--- src/rtl/game_ctrl.sv ---
`default_nettype none
// ============================================================================
// Module   : game_ctrl
// Purpose  : Top-level sequencer for the bar-dodging game. Owns the run state
//            (idle, play, respawn delay, level-up pause, game over), the life
//            count, the level number and the per-level bar speed.
// Ports    : clk, reset_n     - clock, asynchronous active-low reset
//            tick             - one-cycle frame strobe
//            start_btn, hit   - level inputs, acted on at their rising edges
//            player_h         - player horizontal position (pixels)
//            level, lives, bar_speed, best_level - game status outputs
//            freeze, respawn  - player mover controls
//            game_over, state - status / debug outputs
// Revision : 1.0 - initial release
// ============================================================================
module game_ctrl #(
  parameter int LIVES_INIT     = 3,
  parameter int RESPAWN_FRAMES = 60,
  parameter int LEVELUP_FRAMES = 30,
  parameter int GOAL_H         = 580,
  parameter int MAX_LEVEL      = 15,
  parameter int SPEED_BASE     = 1
) (
  input  logic       clk,
  input  logic       reset_n,
  input  logic       tick,
  input  logic       start_btn,
  input  logic       hit,
  input  logic [9:0] player_h,
  output logic [9:0] level,
  output logic [2:0] lives,
  output logic [3:0] bar_speed,
  output logic       freeze,
  output logic       respawn,
  output logic       game_over,
  output logic [9:0] best_level,
  output logic [2:0] state
);

  typedef enum logic [2:0] {
    ST_IDLE      = 3'd0,
    ST_PLAY      = 3'd1,
    ST_DYING     = 3'd2,
    ST_LEVEL_UP  = 3'd3,
    ST_GAME_OVER = 3'd4
  } state_t;

  localparam logic [2:0] c_lives_init  = 3'(LIVES_INIT);
  localparam logic [7:0] c_respawn_frm = 8'(RESPAWN_FRAMES);
  localparam logic [7:0] c_levelup_frm = 8'(LEVELUP_FRAMES);
  localparam logic [9:0] c_goal_h      = 10'(GOAL_H);
  localparam logic [9:0] c_max_level   = 10'(MAX_LEVEL);
  localparam logic [3:0] c_speed_base  = 4'(SPEED_BASE);

  state_t     r_state,     w_state_nx;
  logic [9:0] r_level,     w_level_nx;
  logic [2:0] r_lives,     w_lives_nx;
  logic [3:0] r_bar_speed, w_bar_speed_nx;
  logic       r_freeze,    w_freeze_nx;
  logic       r_respawn,   w_respawn_nx;
  logic       r_game_over, w_game_over_nx;
  logic [9:0] r_best,      w_best_nx;
  logic [7:0] r_timer,     w_timer_nx;
  logic [1:0] r_mask,      w_mask_nx;
  logic       r_start_q;
  logic       r_hit_q;

  logic       w_start_rise;
  logic       w_hit_rise;
  logic       w_goal;
  logic [4:0] w_speed_sum;
  logic [3:0] w_speed_sat;

  assign w_start_rise = start_btn & ~r_start_q;
  assign w_hit_rise   = hit & ~r_hit_q;
  // The player is still parked past the goal line until the respawn reaches
  // the mover, so the goal is ignored while the post-respawn mask runs.
  assign w_goal       = (player_h >= c_goal_h) && (r_mask == 2'd0);

  // Speed sum kept in 5 bits so base + level cannot wrap before saturating.
  assign w_speed_sum  = {1'b0, c_speed_base} + r_level[4:0];
  assign w_speed_sat  = (w_speed_sum > 5'd15) ? 4'd15 : w_speed_sum[3:0];

  always_ff @(posedge clk or negedge reset_n) begin
    if (!reset_n) begin
      r_state     <= ST_IDLE;
      r_level     <= 10'd0;
      r_lives     <= c_lives_init;
      r_bar_speed <= c_speed_base;
      r_freeze    <= 1'b1;
      r_respawn   <= 1'b0;
      r_game_over <= 1'b0;
      r_best      <= 10'd0;
      r_timer     <= 8'd0;
      r_mask      <= 2'd0;
      r_start_q   <= 1'b0;
      r_hit_q     <= 1'b0;
    end else begin
      r_state     <= w_state_nx;
      r_level     <= w_level_nx;
      r_lives     <= w_lives_nx;
      r_bar_speed <= w_bar_speed_nx;
      r_freeze    <= w_freeze_nx;
      r_respawn   <= w_respawn_nx;
      r_game_over <= w_game_over_nx;
      r_best      <= w_best_nx;
      r_timer     <= w_timer_nx;
      r_mask      <= w_mask_nx;
      r_start_q   <= start_btn;
      r_hit_q     <= hit;
    end
  end

  always_comb begin
    w_state_nx     = r_state;
    w_level_nx     = r_level;
    w_lives_nx     = r_lives;
    w_bar_speed_nx = r_bar_speed;
    w_best_nx      = r_best;
    w_timer_nx     = r_timer;
    w_mask_nx      = r_mask;
    w_respawn_nx   = 1'b0;

    case (r_state)
      ST_IDLE, ST_GAME_OVER: begin
        if (w_start_rise) begin
          w_level_nx     = 10'd0;
          w_lives_nx     = c_lives_init;
          w_bar_speed_nx = c_speed_base;
          w_state_nx     = ST_PLAY;
          w_respawn_nx   = 1'b1;
          w_mask_nx      = 2'd2;
        end
      end

      ST_PLAY: begin
        if (r_mask != 2'd0) begin
          w_mask_nx = r_mask - 2'd1;
        end
        if (w_hit_rise) begin
          if (r_lives <= 3'd1) begin
            w_lives_nx = 3'd0;
            w_state_nx = ST_GAME_OVER;
            w_best_nx  = (r_level > r_best) ? r_level : r_best;
          end else begin
            w_lives_nx = r_lives - 3'd1;
            w_timer_nx = c_respawn_frm;
            w_state_nx = ST_DYING;
          end
        end else if (w_goal) begin
          w_timer_nx = c_levelup_frm;
          if (r_level < c_max_level) begin
            w_level_nx = r_level + 10'd1;
          end
          w_state_nx = ST_LEVEL_UP;
        end
      end

      ST_DYING, ST_LEVEL_UP: begin
        if (r_state == ST_LEVEL_UP) begin
          w_bar_speed_nx = w_speed_sat;
        end
        // timer <= 1 also covers a zero frame count loaded at entry.
        if (tick) begin
          if (r_timer <= 8'd1) begin
            w_timer_nx   = 8'd0;
            w_state_nx   = ST_PLAY;
            w_respawn_nx = 1'b1;
            w_mask_nx    = 2'd2;
          end else begin
            w_timer_nx = r_timer - 8'd1;
          end
        end
      end

      default: begin
        w_state_nx = ST_IDLE;
      end
    endcase

    w_freeze_nx    = (w_state_nx != ST_PLAY);
    w_game_over_nx = (w_state_nx == ST_GAME_OVER);
  end

  assign level      = r_level;
  assign lives      = r_lives;
  assign bar_speed  = r_bar_speed;
  assign freeze     = r_freeze;
  assign respawn    = r_respawn;
  assign game_over  = r_game_over;
  assign best_level = r_best;
  assign state      = r_state;

endmodule
`default_nettype wire

--- config.mk ---
export PLATFORM = sky130hd
export DESIGN_NAME = game_ctrl
export DESIGN_NICKNAME = d
export VERILOG_FILES = /design/src/rtl/game_ctrl.sv
export SDC_FILE = /design/constraint.sdc
export NUM_CORES = 1
export LEC_CHECK = 0
export ABC_AREA = 0
export CORE_ASPECT_RATIO = 1.25
export CORE_MARGIN = 2
export CORE_UTILIZATION = 41
export CTS_BUF_LIST = sky130_fd_sc_hd__clkbuf_4
export DETAILED_ROUTE_END_ITERATION = 6
export PLACE_DENSITY = 0.7
export SLEW_MARGIN = 20
export SYNTH_ARGS = -nofsm -noshare
export SYNTH_HDL_FRONTEND = slang
export SYNTH_SLANG_ARGS = --single-unit
--- constraint.sdc ---
create_clock -name clk -period 2.25 [get_ports clk]
set_clock_uncertainty 0.2 [all_clocks]
set_input_delay 0.3375 -clock clk [delete_from_list [all_inputs] [get_ports clk]]
set_output_delay 0.3375 -clock clk [all_outputs]
set_load 0.02 [all_outputs]
=== Word-level counts from Yosys, hierarchy flattened ===
Index checks and enable logic that the tools add are counted.

* Register bits after elaboration: 45
* Output and inout bits: 33
* Word-level logic and storage cells: 95

* Eq/ne operators: 17
* Add/subtract/negate cells: 5
* Mux-type cells: 35
* Reductions and logical operators: 16
* Bitwise gates (word level): 4
* Magnitude comparators: 6

{| class="wikitable"
|+ Operators by type and width
! operator !! number
|-
| 10-bit two-way mux || 4
|-
| 8-bit two-way mux || 5
|-
| 3-bit two-way mux || 9
|-
| 10-bit one-hot mux with 2 select lines || 1
|-
| 2-bit inequality test, second input constant || 9
|-
| 8-bit one-hot mux with 2 select lines || 1
|-
| 4-bit two-way mux || 3
|-
| 10-bit by 1-bit adder with 10-bit output, second input constant || 1
|-
| 10-bit greater-or-equal comparator, second input constant || 1
|-
| 10-bit greater-than comparator || 1
|-
| 10-bit by 4-bit less-than comparator with 1-bit output, second input constant || 1
|-
| 5-bit AND reduction || 2
|-
| 3-bit one-hot mux with 3 select lines || 1
|-
| 8-bit by 1-bit less-or-equal comparator with 1-bit output, second input constant || 1
|-
| 2-bit two-way mux || 4
|-
| 4-bit one-hot mux with 2 select lines || 1
|-
| 4-bit AND reduction || 2
|-
| 2-bit nonzero test || 4
|-
| 8-bit by 1-bit subtractor with 8-bit output, second input constant || 1
|-
| 3-bit by 2-bit equality test with 1-bit output, second input constant || 2
|-
| 3-bit equality test, second input constant || 2
|-
| 3-bit inequality test, second input constant || 2
|-
| 2-bit one-hot mux with 3 select lines || 1
|-
| 3-bit one-hot mux with 2 select lines || 1
|-
| 17 further kinds || 23
|}

=== Depth between registers and ports, before layout ===
* Word-level depth: 6
* Mapped depth: 8
* Gate-level depth less buffers: 7

=== Worst setup path after synthesis ===
OpenSTA, ideal clock, no wires.

* Path type: register -> register
* From: register r_level[0], in the netlist level[0]
* To: register r_level[2], in the netlist level[2]
* Data arrival time: 1918 ps
* Slack: 13 ps
* Stages on the path, launching flop included: 7
* Required time: 1932 ps
* Clock period less this slack: 2237 ps
* Library setup time: 118 ps
* Cells stage by stage: dfrtp_1 ha_1 and3_1 or4_1 buf_2 mux2i_1 a21o_1

* Cells in the longest elaborated chain, start to end: 5
* Elaborated cells between the ends (all ways): 8
* Those cells by class: add/sub: 1; order compare: 1; eq/ne: 1; mux: 4; reduce/logical: 1

{| class="wikitable"
|+ Ends and longest elaborated chain
! item !! RTL line !! RTL
|-
| start, declared || 56 || <nowiki>logic [9:0] r_level, w_level_nx;</nowiki>
|-
| start signal, assigned || 100 || <nowiki>r_level <= w_level_nx;</nowiki>
|-
| 10-bit by 1-bit adder with 10-bit output || 153 || <nowiki>w_level_nx = r_level + 10'd1;</nowiki>
|-
| 10-bit two-way mux || 152 || <nowiki>if (r_level < c_max_level) begin</nowiki>
|-
| 10-bit two-way mux || 150 || <nowiki>end else if (w_goal) begin</nowiki>
|-
| 10-bit two-way mux || 140 || <nowiki>if (w_hit_rise) begin</nowiki>
|-
| 10-bit one-hot mux with 2 select lines || 124 || <nowiki>case (r_state)</nowiki>
|}

Parallel ways exist; a longest one is shown, timed or not. The select of a mux whose other input is x is not followed.
A chain may end at the register's enable or synchronous reset.

=== Worst setup path after layout ===
* From: register r_lives[0], in the netlist lives[0]
* To: output port lives[0]

{| class="wikitable"
|+ RTL lines
! item !! RTL line !! RTL
|-
| start, declared || 57 || <nowiki>logic [2:0] r_lives, w_lives_nx;</nowiki>
|-
| start signal, assigned || 88 || <nowiki>r_lives <= c_lives_init;</nowiki>
|-
| start signal, assigned || 101 || <nowiki>r_lives <= w_lives_nx;</nowiki>
|-
| end, declared || 31 || <nowiki>output logic [2:0] lives,</nowiki>
|}

No word-level cell between the ends.

==> results.cfg <==
[run_status]
status = completed

[setup_path]
slowest_stage = clkdlybuf4s50_1
critPathMaxFanout = 5
start_kind = flop
crit_type = flop to output port
cp_num_buf_inv = 2
required_ns = 1.71
worstSetupEndpointType = output port
worstPathCellList = buf_4 > clkdlybuf4s50_1
crit_family = buffers and inverters
arrival_ns = 1.66
max_stage_delay_ns = 0.61

[cells_and_area]
layout.cells.non_filler = 391
area_growth_syn_to_layout_pct = 38.0
fin_area_mm2 = 0.00340
drive_gt1_share_pct = 26.2
antenna_cells = 0
fin_nets = 356
fillers = 502

[place]
dp_hpwl_um = 4250
port_buffers = 45
dpl-instance-area_mm2 = 0.00325
gp_congestion = 0.811
place_inst = 380

[floorplan]
fp.coreArea_mm2 = 0.00578
pin_count = 48
die_area_mm2 = 0.00664
initial_core_util_pct = 42.6
die_y_um = 90.6
die_x_um = 73.3
num_rows = 31

[detailed_routing]
vias_per_cell = 5.30
initialDrtViolationCount = 44
routedWlPerCell_um = 14.3
drc = 0
dr.pass1.iters = 4
vias = 2074
ant_nets = 0
routed_wl_um = 5590

[global_route]
grt_pass1_wl_um = 9300
grt_overflow = 0
antenna_found_initial = 0
grt_pass1_vias = 1973
grt_start_max_net_pins = 27
grt_usage_pct = 17.9

[synth]
yosys.area.top_type_share_pct = 41.7
ys_seq_elements = 45
syn_area_mm2 = 0.00246
async_flop_share_pct = 100
yosysWarnings = 0
avgSynthCellArea_um2 = 10.3
yosys.area.top_type = dfrtp_1
synth_edf_count = 0
synth.net_count = 270
ys_types = 47
synth_seq_area_share_pct = 46.0
syn_inst = 238
ys_top_cells_by_count = dfrtp_1, inv_1, ha_1, o21ai_0, nor2_1
synth_area_leaders = dfrtp_1, ha_1, mux2_2, dfstp_2, o21ai_0
ys.flop_type = dfrtp_1
synth.most_common_cell = dfrtp_1

[sta]
hold_violations = 0
finalSetupTns_ns = 0
drv_slew = 0
max_freq_ghz = 0.456
min_period_ns = 2.19
slew_headroom_pct = 60.6
finalCritPeriodShare_pct = 97.5
setup_violations = 0
tightest_slew_ns = 0.591
hold_ws_ns = 0.251

[min_path]
hold_class = input port to flop

[clock_tree]
clk_path_buf_depth = 2
cts_tree = built
h-tree-depth = 2
clock_latency_ns = 0.37
cts.sinks = 45
cts_made_buffers = 5
cts.clk_slew.worst_paths_ns = 0.13
cts_root_buffer = clkbuf_4

[power_and_ir_drop]
p_leak_nw = 1.56
ir_drop_v = 0.000358
cellPowerDensity_mw_per_mm2 = 866

[job]
cap_violations = 0
==> cell families (layout without fill, tap and decap cells) <==
| kind of cell | count (synthesis) | count (layout) | synth area share (%) |
|---|---|---|---|
| AND/OR/NAND/NOR | 75 | 75 | 17.4 |
| buffers and inverters | 25 | 112 | 3.91 |
| adder cells (fa/ha/maj) | 17 | 17 | 8.64 |
| flip-flops | 45 | 45 | 46.0 |
| XOR/XNOR | 4 | 4 | 1.42 |
| multiplexers | 17 | 17 | 7.58 |
| AO/OA/AOI/OAI | 55 | 55 | 15.1 |
==> cell usage in the layout, fill, tap and decap left out, drive strengths merged, types with 2 or more instances in the layout <==
cell	n
clkdlybuf4s50	44
nand2	11
nor2b	2
nor3	7
o22a	2
nand4	3
nand3	6
xnor2	4
and2	7
a21o	5
and3	3
nand2b	5
clkbuf	8
dfstp	4
dfrtp	41
nor2	16
or4	3
nor3b	3
ha	17
mux2	13
buf	41
inv	18
nor4	4
o22ai	3
a31oi	4
mux2i	4
a21oi	9
o21a	2
or3b	2
o21ai	17
==> worst paths after layout <==
check                               start             to  slack (ns)  depth (start not counted)
worst max-delay path             lives[0]       lives[0]        0.06                          2
worst min-delay path            start_btn      r_start_q        0.25                          1
worst max register to register   level[6]  best_level[1]        0.09                          7
worst min register to register  r_mask[1]      r_mask[1]        0.32                          1
max in group asynchronous         reset_n       lives[1]        0.89                          3
min in group asynchronous         reset_n     r_timer[6]        0.29                          2
==> stage by stage <==
step | power, mW | utilization, % | setup slack (ns)
3_3_place_gp | 2.49 | 56.2 | -0.176
4_1_cts | 2.94 | 57.4 | 0.0108
3_5_place_dp | 2.51 | 56.2 | -0.174
5_1_grt | 3.16 | 58.8 | -0.00402
2_1_floorplan | 1.92 | - | 0.0134
6_report | 2.94 | 58.8 | 0.0568
==> power by group <==
| group | internal (mW) | switching, mW | leakage, nW |
|---|---|---|---|
| sequential | 0.981 | 0.158 | 0.578 |
| clock | 0.161 | 0.259 | 0.0368 |
| combinational | 0.686 | 0.696 | 0.947 |
==> routing by layer <==
layer | share of wire [%] | global-route usage (%) | vias to the layer above
li1 | - | - | 1028
met2 | 51 | 30.0 | 42
met1 | 42 | 22.4 | 994
met5 | 0 | 0 | -
met3 | 4.5 | 3.57 | 10
met4 | 2.4 | 6.52 | 0
==> final cells by class <==
class / count / area, um^2 / area share [%]
Clock buffer: 8 / 60.1 / 1.77
Inverter: 18 / 67.6 / 1.99
Multi-Input combinational cell: 168 / 1290 / 38.0
Sequential cell: 45 / 1130 / 33.3
Tap cell: 66 / 82.6 / 2.43
Timing Repair Buffer: 86 / 763 / 22.5
==> repair_timing <==
item,4_1_cts,5_1_grt
setup buffers,0,2
hold buffers,1,0
endpoints found under the hold margin,22,0
endpoints found under the setup margin,0,20
resized for setup,0,16
==> flip-flops by register name, summed over array words and instances, names as in the netlist <==
register / count
bar_speed: 4
r_mask: 2
r_hit_q: 1
state: 3
respawn: 1
level: 10
best_level: 10
freeze: 1
game_over: 1
lives: 3
r_start_q: 1
r_timer: 8
(Power assumes the default switching activity.)
